`src/rtl/cpu_bus_arbiter.sv`:
```
// ---------------------------------------------------------------------------
// cpu_bus_arbiter: round-robin sharing of the external CPU bus between the
// load/store engine (port 0) and DMA/video fetch (port 1); owns strobe timing.
// Optional ACTIVE-state watchdog: define BUS_ARB_TIMEOUT_EN.
// Rev 1.0
// ---------------------------------------------------------------------------
`default_nettype none

module cpu_bus_arbiter #(
  parameter int ADDR_W         = 32,
  parameter int DATA_W         = 32,
  parameter int TIMEOUT_CYCLES = 255
) (
  input  logic              i_clk,
  input  logic              i_rst,
  input  logic              i_r0_req,
  input  logic              i_r0_we,
  input  logic [ADDR_W-1:0] i_r0_addr,
  input  logic [DATA_W-1:0] i_r0_wdata,
  output logic              o_r0_done,
  input  logic              i_r1_req,
  input  logic              i_r1_we,
  input  logic [ADDR_W-1:0] i_r1_addr,
  input  logic [DATA_W-1:0] i_r1_wdata,
  output logic              o_r1_done,
  output logic [DATA_W-1:0] o_rdata,
  output logic              o_err,
  output logic              o_grant,
  output logic              o_busy,
  output logic              o_bus_clk,
  output logic              o_bus_we,
  output logic [ADDR_W-1:0] o_bus_addr,
  output logic [DATA_W-1:0] o_bus_data,
  input  logic [DATA_W-1:0] i_bus_data,
  input  logic              i_bus_data_ready
);

  typedef enum logic [1:0] {
    ST_IDLE    = 2'd0,
    ST_ACTIVE  = 2'd1,
    ST_RELEASE = 2'd2
  } state_t;

  if (TIMEOUT_CYCLES < 1) begin : g_bad_timeout
    $error("TIMEOUT_CYCLES must be at least 1");
  end

  state_t              r_state, w_state_nxt;
  logic                r_last_grant, w_last_grant_nxt;
  logic                r_grant, w_grant_nxt;
  logic                r_bus_clk, w_bus_clk_nxt;
  logic                r_bus_we, w_bus_we_nxt;
  logic [ADDR_W-1:0]   r_bus_addr, w_bus_addr_nxt;
  logic [DATA_W-1:0]   r_bus_data, w_bus_data_nxt;
  logic [DATA_W-1:0]   r_rdata, w_rdata_nxt;
  logic                r_done0, w_done0_nxt;
  logic                r_done1, w_done1_nxt;
  logic                w_win;

  // Both requesting: the port that did not win last time goes next.
  assign w_win = (i_r0_req && i_r1_req) ? ~r_last_grant : i_r1_req;

`ifdef BUS_ARB_TIMEOUT_EN
  localparam int CNT_W = ($clog2(TIMEOUT_CYCLES + 1) > 8) ? $clog2(TIMEOUT_CYCLES + 1) : 8;
  logic [CNT_W-1:0] r_cnt, w_cnt_nxt;
  logic             r_err, w_err_nxt;
  logic             w_timeout;

  // r_cnt holds the number of wait cycles already spent in ACTIVE.
  assign w_timeout = (r_cnt == CNT_W'(TIMEOUT_CYCLES - 1));
  assign o_err     = r_err;

  always_ff @(posedge i_clk or posedge i_rst) begin
    if (i_rst) begin
      r_cnt <= '0;
      r_err <= 1'b0;
    end else begin
      r_cnt <= w_cnt_nxt;
      r_err <= w_err_nxt;
    end
  end
`else
  assign o_err = 1'b0;
`endif

  always_ff @(posedge i_clk or posedge i_rst) begin
    if (i_rst) begin
      r_state      <= ST_IDLE;
      r_last_grant <= 1'b1;
      r_grant      <= 1'b0;
      r_bus_clk    <= 1'b0;
      r_bus_we     <= 1'b0;
      r_bus_addr   <= '0;
      r_bus_data   <= '0;
      r_rdata      <= '0;
      r_done0      <= 1'b0;
      r_done1      <= 1'b0;
    end else begin
      r_state      <= w_state_nxt;
      r_last_grant <= w_last_grant_nxt;
      r_grant      <= w_grant_nxt;
      r_bus_clk    <= w_bus_clk_nxt;
      r_bus_we     <= w_bus_we_nxt;
      r_bus_addr   <= w_bus_addr_nxt;
      r_bus_data   <= w_bus_data_nxt;
      r_rdata      <= w_rdata_nxt;
      r_done0      <= w_done0_nxt;
      r_done1      <= w_done1_nxt;
    end
  end

  always_comb begin
    w_state_nxt      = r_state;
    w_last_grant_nxt = r_last_grant;
    w_grant_nxt      = r_grant;
    w_bus_clk_nxt    = r_bus_clk;
    w_bus_we_nxt     = r_bus_we;
    w_bus_addr_nxt   = r_bus_addr;
    w_bus_data_nxt   = r_bus_data;
    w_rdata_nxt      = r_rdata;
    w_done0_nxt      = 1'b0;
    w_done1_nxt      = 1'b0;
`ifdef BUS_ARB_TIMEOUT_EN
    w_cnt_nxt        = r_cnt;
    w_err_nxt        = r_err;
`endif
    case (r_state)
      ST_IDLE: begin
        w_bus_clk_nxt = 1'b0;
        if (i_r0_req || i_r1_req) begin
          w_bus_clk_nxt    = 1'b1;
          w_grant_nxt      = w_win;
          w_last_grant_nxt = w_win;
          w_bus_we_nxt     = w_win ? i_r1_we    : i_r0_we;
          w_bus_addr_nxt   = w_win ? i_r1_addr  : i_r0_addr;
          w_bus_data_nxt   = w_win ? i_r1_wdata : i_r0_wdata;
          w_state_nxt      = ST_ACTIVE;
`ifdef BUS_ARB_TIMEOUT_EN
          w_cnt_nxt        = '0;
`endif
        end
      end
      ST_ACTIVE: begin
        if (i_bus_data_ready) begin
          w_bus_clk_nxt = 1'b0;
          if (!r_bus_we) w_rdata_nxt = i_bus_data;
          w_done0_nxt   = ~r_grant;
          w_done1_nxt   = r_grant;
          w_state_nxt   = ST_RELEASE;
`ifdef BUS_ARB_TIMEOUT_EN
          w_err_nxt     = 1'b0;
        end else if (w_timeout) begin
          w_bus_clk_nxt = 1'b0;
          w_rdata_nxt   = '1;
          w_err_nxt     = 1'b1;
          w_done0_nxt   = ~r_grant;
          w_done1_nxt   = r_grant;
          w_state_nxt   = ST_RELEASE;
        end else begin
          w_cnt_nxt     = r_cnt + 1'b1;
`endif
        end
      end
      ST_RELEASE: begin
        if (!i_bus_data_ready) w_state_nxt = ST_IDLE;
      end
      default: w_state_nxt = ST_IDLE;
    endcase
  end

  assign o_r0_done  = r_done0;
  assign o_r1_done  = r_done1;
  assign o_rdata    = r_rdata;
  assign o_grant    = r_grant;
  assign o_busy     = (r_state != ST_IDLE);
  assign o_bus_clk  = r_bus_clk;
  assign o_bus_we   = r_bus_we;
  assign o_bus_addr = r_bus_addr;
  assign o_bus_data = r_bus_data;

endmodule

`default_nettype wire

```
`config.mk`:
```
export PLATFORM = sky130hd
export DESIGN_NAME = cpu_bus_arbiter
export DESIGN_NICKNAME = d
export VERILOG_FILES = /design/src/rtl/cpu_bus_arbiter.sv
export SDC_FILE = /design/constraint.sdc
export NUM_CORES = 1
export LEC_CHECK = 0
export ABC_AREA = 1
export CORE_AREA = 8 8 122 124
export CTS_BUF_LIST = sky130_fd_sc_hd__clkbuf_8
export DETAILED_ROUTE_END_ITERATION = 16
export DIE_AREA = 0 0 130 132
export PLACE_DENSITY = 0.82
export SLEW_MARGIN = 20
export SYNTH_ARGS = -nofsm -noshare
export SYNTH_HDL_FRONTEND = slang
export SYNTH_SLANG_ARGS = --single-unit
```
`constraint.sdc`:
```
create_clock -name i_clk -period 4.61 [get_ports i_clk]
set_input_delay 0.922 -clock i_clk [delete_from_list [all_inputs] [get_ports i_clk]]
set_output_delay 0.922 -clock i_clk [all_outputs]
set_load 0.1 [all_outputs]
```
* Word-level counts from Yosys, hierarchy flattened
Index checks and enable logic that the tools add are counted.
Word-level totals: output and inout bits 103, register bits after elaboration 104
Operators by class: equality and inequality tests 5, reduce and logical (&&, ||, !) cells 9, bitwise logic cells 3, multiplexer cells 15
Operator list (number):
- $mux W32 | 2
- $mux W1 | 8
- $mux W2 | 3
- $ne A2 B2 Y1 const B | 3
- $pmux W2 S3 | 1
- $reduce_and A3 Y1 | 2
- $reduce_and A2 Y1 | 2
- $reduce_bool A2 Y1 | 2
- $not A1 Y1 | 3
- $eq A2 B1 Y1 const B | 1
- $eq A2 B2 Y1 const B | 1
- $logic_not A2 Y1 | 1
- $pmux W1 S2 | 1
- $logic_and A1 B1 Y1 | 1
- $logic_or A1 B1 Y1 | 1

* Logic depth before layout (Yosys ltp)
Gate-level depths: netlist of the first run.
word-level depth 3, gate-level depth with buffers 8, depth with buffers taken out 6

* Worst setup path before layout of the first run
No wires, ideal clock.
path kind reg-to-output, start register r_state[1], end output port o_busy, buffers on the path 0, stages on the path, launching flop included 3, setup slack 2.611 ns, arrival time 1.077 ns, cell sequence dfrtp_1 > inv_1 > nand2_1
On the way: longest elaborated chain between the ends 1
Ends and longest elaborated chain:
- from (decl) | RTL line 48 | state_t r_state, w_state_nxt;
- from (signal assigned) | RTL line 99 | r_state <= w_state_nxt;
- $reduce_bool A2 Y1 | RTL line 175 | assign o_busy = (r_state != ST_IDLE);
- to (decl) | RTL line 29 | output logic o_busy,
Every way passes these cells.

* Final worst setup path of the first run
Ends and elaborated chain as after synthesis.

==> flow_summary.toml, run 1 <==
[die]
initial_utilization = 0.402
dieArea_um2 = 17200
num_rows = 42
dieHeight_um = 132
die-width_um = 130
coreArea_um2 = 13000
ios = 270

[logic_synthesis]
syn_inst = 728
yosysTopAreaCell = "dfrtp_1"
synth_edf_count = 0
ys_seq_area_frac = 0.499
netlist_area_um2 = 5220
synth_area_leaders = "dfrtp_1 49%, nand2_1 19%, nand3_1 16%"
synth_top_area_frac = 0.494
synth_cell_type_count = 15
synth_common_cells = "270 x nand2_1, 164 x nand3_1, 135 x inv_1, 103 x dfrtp_1, 19 x buf_2"
synth-seq-cells = 104
yosys_warnings = 0
synth_area_per_cell_um2 = 7.16
synthFlopType = "dfrtp_1"
yosys.cell_count.top_type = "nand2_1"
synthArstFlopShare = 1.00
synth_fp_nets = 895

[cts]
cts.clk_slew.worst_paths_ns = 0.10
cts_root_buf = "clkbuf_8"
clk_latency_ns = 0.36
htreeDepth = 3
clockBufferDepth = 2
cts_hold_buf = 0
cts_tree = "yes"
cts_resized = 0
postCtsSetupRepairBufs = 0
cts.sinks = 104
cts_buffers = 9

[timing]
fin_crit_sh = 0.673
hold_viol_final = 0
rsz0062_at_grt = "false"
fin_setup_tns_ns = 0
maxSlewHeadroom = 0.300
slew_viol_final = 0
finalClockSkew_ns = 0.0141
tightest_slew_ns = 1.05
timing.fmax_mhz = 322
setup_viol = 0
period_minus_slack_ns = 3.10

[layout]
antenna_cells = 0
regArea_um2 = 2600
drive_above_1_share = 0.0329
multi_input_area_um2 = 1890
final_core_util = 0.630
layout.nets = 1136
instances_no_fill = 1150
fillers = 1165
area_delta_synth_final_pct = 56.8

[critical_path]
cp-start-kind = "register"
worstPathCellList = "inv_1, nand2_1, clkdlybuf4s50_1"
worstPathArrival_ns = 2.18
crit_family = "buffers and inverters"
critical_path_required_ns = 3.69
crit_type = "reg2out"
slowest_delay_ns = 1.20
crit_path_top_delay_cell = "clkdlybuf4s50_1"
ff2ff_path_depth = 5
worst-path-stages = 3
crit_path_end_kind = "output pin"
path_max_fanout = 3
cp.buffers_inverters = 2

[global_route]
overflow = 0
grt_usage = 0.198
grt_max_degree = 69
first_global_vias = 5135
antenna_found_initial = 0
grt_pass1_wl_um = 27000

[flow_run]
cap_viol_max_count = 0

[drt]
first_pass_iters = 5
drc = 0
routed_via_density = 4.67
via_count = 5368
drt.antenna.violating_nets = 0
first_iter_violations = 238
wire_per_inst_um = 15.0
wirelength_um = 17300

[placed_design]
dp_cells = 1134
hpwlAfterDp_um = 12800
port_buffers = 268
place_congestion = 0.814

[outcome]
outcome = "finished clean"

[worst_hold_path]
hp-class = "reg2reg"
holdPathStages = 1
sequential cells by signal (all words and copies together), names as in the netlist:
name          cells
o_bus_addr       32
o_bus_data       32
o_rdata          32
r_state           2
o_bus_clk         1
o_bus_we          1
o_grant           1
o_r0_done         1
o_r1_done         1
r_last_grant      1
placed cells by master, fill, tap and decap left out, drive strengths merged:
cell / n
nand4: 1
clkbuf: 11
inv: 138
nor2: 6
nand2: 270
clkinv: 1
dfstp: 1
o21ai: 1
buf: 8
clkdlybuf4s50: 267
dfrtp: 103
conb: 1
clkinvlp: 1
bufinv: 1
nand3: 164
cell families (layout without fill, tap and decap cells):
| family | Yosys count | after routing | synth area share |
|---|---|---|---|
| simple gates | 441 | 441 | 0.358 |
| buf+inv | 181 | 427 | 0.141 |
| flops | 104 | 104 | 0.499 |
| other cells | 1 | 1 | 0.000719 |
| compound gates | 1 | 1 | 0.000959 |
final cells by class:
| type | instances | area share |
|---|---|---|
| inverter | 136 | 0.0630 |
| multi-input combinational | 443 | 0.232 |
| timing repair buffer | 275 | 0.334 |
| sequential | 104 | 0.318 |
| clock inverter | 5 | 0.00765 |
| tap | 176 | 0.0269 |
| clock buffer | 11 | 0.0185 |
metal layers:
| metal | track usage | routed length [um] | share of wire | vias up |
|---|---|---|---|---|
| li1 | - | - | - | 2665 |
| met1 | 0.237 | 6940 | 0.40 | 2468 |
| met2 | 0.327 | 8120 | 0.47 | 219 |
| met3 | 0.0704 | 1930 | 0.11 | 16 |
| met4 | 0.0555 | 259 | 0.015 | 0 |
| met5 | 0 | 0 | 0 | - |
final timing paths:
| path | startpoint | end | slack (ns) |
|---|---|---|---|
| max | r_state[1] | o_busy | 1.51 |
| min | o_grant | o_r0_done | 0.46 |
| max reg2reg | o_bus_we | o_rdata[29] | 2.63 |
| min reg2reg | o_grant | o_r0_done | 0.46 |
| max in group asynchronous | i_rst | r_last_grant | 2.77 |
| min in group asynchronous | i_rst | o_rdata[18] | 0.97 |
through the flow:
step | hold slack [ns] | setup slack, ns | cell area, um2
2_1_floorplan | 0.443 | 0.957 | 5220
3_3_place_gp | 0.446 | 1.69 | 7960
3_5_place_dp | 0.450 | 1.60 | 7960
4_1_cts | 0.464 | 1.49 | 8180
5_1_grt | 0.481 | 1.43 | 8180
6_report | 0.461 | 1.51 | 8180
Power of run 1 is not shown: default switching activity piles up to over one toggle a cycle in this logic, so the estimate is an artifact.
==> run 2, diff against run 1 <==
CORE_AREA = 8 8 128 130   (was 8 8 122 124)
DIE_AREA = 0 0 136 138   (was 0 0 130 132)
PLACE_DENSITY = 0.78   (was 0.82)
clock period = 2.8 ns   (was 4.61 ns; I/O delays follow)
==> run 2 against run 1 <==
Utilization shrank 6.9 points. First-iteration DRC count up 13%. Largest cell class is now registers. Clock skew decreased by 0.0055 ns. Cell count increased by 1.5%. Highest routed layer unchanged. Sequential cell count is the same. Clock-buffer cell count shrank 2. Global-route usage is 0.92 points lower. Routed wire length grew 3.2%. Sequential share of layout area grew 0.58 points. Cell area is 1.8% lower.
==> flow_summary.toml, run 2 (synthesis gave the netlist of run 1 again) <==
[outcome]
outcome = "finished clean"

[critical_path]
crit_path_start = "r_state[1]"
crit_family = "buffers and inverters"
crit_path_end_kind = "output pin"
cp.buffers_inverters = 2
worstPathArrival_ns = 1.35
worst-path-stages = 3
reg2reg_from = "r_state[1]"
crit_path_top_delay_cell = "dfrtp_1"
reg2reg_to = "o_rdata[30]"
ff2ff_path_depth = 6
crit_type = "reg2out"
rrSetupSlack_ns = 1.35
path_max_fanout = 3
worstPathCellList = "inv_1, nand2_1, buf_4"
cp-start-kind = "register"
critical_path_required_ns = 2.24
cp-endpoint = "o_busy"
slowest_delay_ns = 0.39

[layout]
area_delta_synth_final_pct = 54.0
fillers = 1382
instances_no_fill = 1167
drive_above_1_share = 0.145
antenna_cells = 0
layout_common_cells = "268 x nand2_1, 165 x clkdlybuf4s50_1, 164 x nand3_1"
layout.nets = 1145
layout_commonest_cell = "nand2_1"

[timing]
period_minus_slack_ns = 1.91
fin_setup_tns_ns = 0
hold_viol_final = 0
setup_viol = 0
rsz0062_at_grt = "false"
finalClockSkew_ns = 0.00857
slew_viol_final = 0
fin_crit_sh = 0.682
timing.fmax_mhz = 523

[drt]
routed_via_density = 4.60
first_pass_iters = 4
drt.antenna.violating_nets = 0
first_iter_violations = 270
drc = 0
wirelength_um = 17800
wire_per_inst_um = 15.3
via_count = 5368

[global_route]
overflow = 0
grt_usage = 0.189
first_global_vias = 5349
grt_max_degree = 62
grt_pass1_wl_um = 28200
antenna_found_initial = 0

[die]
die-width_um = 136
coreArea_um2 = 14300
initial_utilization = 0.364
dieHeight_um = 138
dieArea_um2 = 18800
num_rows = 44
ios = 270

[cts]
cts.sinks = 104
clockBufferDepth = 2
cts_resized = 0
cts_hold_buf = 0
cts_root_buf = "clkbuf_8"
cts.clk_slew.worst_paths_ns = 0.10
cts_tree = "yes"
postCtsSetupRepairBufs = 0
clk_latency_ns = 0.37
htreeDepth = 3
cts_buffers = 9

[placed_design]
hpwlAfterDp_um = 13600
port_buffers = 268
place_congestion = 0.788
dp_cells = 1151

[flow_run]
cap_viol_max_count = 0

[worst_hold_path]
hp-class = "reg2reg"
## run 2: cell count changes in the layout (fill, tap and decap cells not counted)
cell             before  now
bufinv_16             1    2
clkinv_2              1    0
nand2_4               1    0
clkinvlp_4            1    3
clkinv_4              0    1
clkbuf_8             11    9
inv_2                 0    1
buf_4                 7  116
inv_4                 2    0
clkdlybuf4s50_1     267  165
buf_12                0    2
nand2_2               1    2
## run 2: worst min-delay path by stage
stage | startpoint | end | depth (start not counted)
3_5_place_dp | o_grant | o_r0_done | 1
2_1_floorplan | r_last_grant | r_last_grant | 2
3_3_place_gp | o_grant | o_r0_done | 1
6_report | o_grant | o_r0_done | 1
4_1_cts | o_grant | o_r0_done | 1
5_1_grt | o_rdata[14] | o_rdata[14] | 2
## run 2: layout make-up
| cell class | instances | area [um2] | share of cell area |
|---|---|---|---|
| multi-input cells | 443 | 1890 | 0.235 |
| repair buffers | 284 | 2570 | 0.320 |
| clock inverters | 7 | 104 | 0.0129 |
| flip-flops and latches | 104 | 2600 | 0.324 |
| well taps | 184 | 230 | 0.0287 |
| inverters | 136 | 514 | 0.0640 |
| clock buffers | 9 | 124 | 0.0154 |
## run 2: worst reg2reg max path: cells and delay by family (launching register included)
kind	cells	cell delay, ns
buffers and inverters	2	0.57
DFF	1	0.42
and+or+nand+nor	4	0.36
## run 2: layer usage
metal	global-route usage	routed length, um	vias up
li1	-	-	2680
met1	0.227	7340	2455
met2	0.303	8310	214
met3	0.0678	1820	19
met4	0.0688	346	0
met5	0	0	-
## run 2: stage by stage
stage,instance area [um2],utilization,worst slack [ns],hold WS [ns]
6_report,8030,0.561,0.889,0.462
2_1_floorplan,5220,-,0.807,0.443
3_5_place_dp,7800,0.545,0.797,0.450
5_1_grt,8030,0.561,0.803,0.498
4_1_cts,8030,0.561,0.850,0.465
3_3_place_gp,7800,0.545,0.824,0.441
Power of run 2 is left out for the same reason.
==> RTL change, RTL diff (flow settings as in run 1) <==
The parameter `ADDR_W` goes from 32 to 28.
--- a/src/rtl/cpu_bus_arbiter.sv
+++ b/src/rtl/cpu_bus_arbiter.sv
@@ -7,7 +7,7 @@
 `default_nettype none
 
 module cpu_bus_arbiter #(
-  parameter int ADDR_W         = 32,
+  parameter int ADDR_W         = 28,
   parameter int DATA_W         = 32,
   parameter int TIMEOUT_CYCLES = 255
 ) (
Ports: changed (resized i_r0_addr, i_r1_addr and o_bus_addr); port bits go from 270 to 258. No check against the original RTL was run, so the function may have changed too.
==> RTL change against run 1 <==
- wire length decreased by 5.6%
- cell area decreased by 4.1%
- global-route usage decreased by 0.83 points
- highest routed layer is now met5
- sequential cell count decreased by 4
- core utilization decreased by 2.6 points
- largest cell class unchanged
- critical path type unchanged
- via count decreased by 5.5%
- setup slack got worse by 0.12 ns
- first-iteration DRC count increased by 52%
- synthesized area decreased by 3.6%
Power is not shown: default switching activity piles up to over one toggle a cycle in this logic, so the estimate is an artifact.
==> RTL change: results <==
metrics = {
    "outcome": {
        "outcome": "finished clean",
    },
    "clock_tree": {
        "clk_latency_ns": 0.35,
        "post_cts.resized_instances": 0,
        "cts_root_buf": "sky130_fd_sc_hd__clkbuf_8",
        "cts-root-to-sink-buffers": 2,
        "h-tree-depth": 3,
        "cts_made_buffers": 9,
        "cts.clk_slew.worst_paths_ns": 0.10,
        "post-cts-setup-buffer-count": 0,
    },
    "worst_hold_path": {
        "min_from": "o_grant",
        "whs_path_depth": 1,
        "holdCritPathClass": "flip-flop to flip-flop",
        "whs_endpoint": "o_r0_done",
    },
    "timing": {
        "setup_violations": 0,
        "worst_clock_skew_ns": 0.0128,
        "maxSlewHeadroom_pct": 29.3,
    },
    "synth": {
        "synth-main-ff-cell": "sky130_fd_sc_hd__dfrtp_1",
        "syn_nets": 851,
        "yosys-top-cells-area": "sky130_fd_sc_hd__dfrtp_1, sky130_fd_sc_hd__nand2_1, sky130_fd_sc_hd__nand3_1",
        "ys_seq_area_share_pct": 49.8,
        "synth.cells.most_frequent": "sky130_fd_sc_hd__nand2_1, sky130_fd_sc_hd__nand3_1, sky130_fd_sc_hd__inv_1",
        "asyncSetResetFlopFracSynth_pct": 100,
        "ys_warn_count": 0,
        "number_of_library_cell_types_mapped_by_synthesis": 19,
    },
    "finish": {
        "nFillCells": 1211,
        "fin_nets": 1083,
        "n_antenna_cell": 0,
        "post_route_cells_drive_above_1_share_pct": 3.66,
    },
    "global_routing": {
        "grt_pass1_vias": 5039,
        "antenna_found_initial": 1,
        "gr-usage-all-layers_pct": 19.0,
        "grt_max_degree": 66,
        "grt_first_pass_wirelength_um": 26000,
    },
    "worst_setup_path": {
        "ff2ff_setup_slack_ns": 2.31,
        "timing.rr.start": "r_state[1]",
        "timing.reg2reg.worst_path_depth": 6,
        "critical_path.max_fanout": 3,
        "regToRegEndpoint": "o_bus_data[2]",
        "worst-endpoint-arrival_ns": 2.30,
    },
    "placed_design": {
        "portbufs": 256,
        "finalWeightedCongestion": 0.789,
        "hpwlAfterDp_um": 12100,
    },
    "drt": {
        "drt_pass1_iterations": 6,
        "route.vias.total": 5074,
        "avgRoutedWirePerCell_um": 14.7,
        "drt_initial_violations": 361,
    },
}
==> RTL change: per-layer routing <==
layer	track usage [%]	share of wire, %	up-vias
met1	22.8	40	2326
met3	6.88	11	12
met4	4.91	1.1	2
met5	0	0.061	-
li1	-	-	2541
met2	31.4	48	193
==> RTL change: logic make-up after synthesis <==
group | share of synthesized area, %
simple gates | 36.0
buf+inv | 14.0
flops | 49.8
compound gates | 0.0995
other cells | 0.0746
==> RTL change: layout make-up <==
class,instances,area (um^2),area share (%)
timing repair buffer,262,2600,33.2
clock inverter,6,68.8,0.877
clock buffer,10,138,1.75
sequential,100,2500,31.9
tap,176,220,2.81
multi-input combinational,423,1830,23.3
inverter,128,485,6.19
==> RTL change: stage by stage <==
| step | utilization, % | setup slack (ns) | std cells | cell area (um^2) | hold WS, ns |
|---|---|---|---|---|---|
| global placement | 58.8 | 1.54 | 1089 | 7630 | 0.435 |
| global route | 60.4 | 1.32 | 1105 | 7850 | 0.496 |
| detailed placement | 58.8 | 1.47 | 1089 | 7630 | 0.454 |
| CTS | 60.4 | 1.37 | 1105 | 7840 | 0.468 |
| floorplan | - | 1.07 | 692 | 5030 | 0.449 |
| finish | 60.4 | 1.39 | 1105 | 7850 | 0.460 |
==> RTL change: worst max-delay path: stages (launching register included) <==
cell                              delay, ns
sky130_fd_sc_hd__dfrtp_1               0.40
sky130_fd_sc_hd__inv_1                 0.08
sky130_fd_sc_hd__nand2_1               0.23
sky130_fd_sc_hd__clkdlybuf4s50_1       1.23
==> RTL change: worst max path at each step <==
stage                    start       endpoint
floorplan                i_rst  o_bus_addr[0]
global placement      i_r1_req  o_bus_addr[1]
detailed placement    i_r1_req  o_bus_addr[1]
CTS                 r_state[1]         o_busy
global route        r_state[1]         o_busy
finish              r_state[1]         o_busy
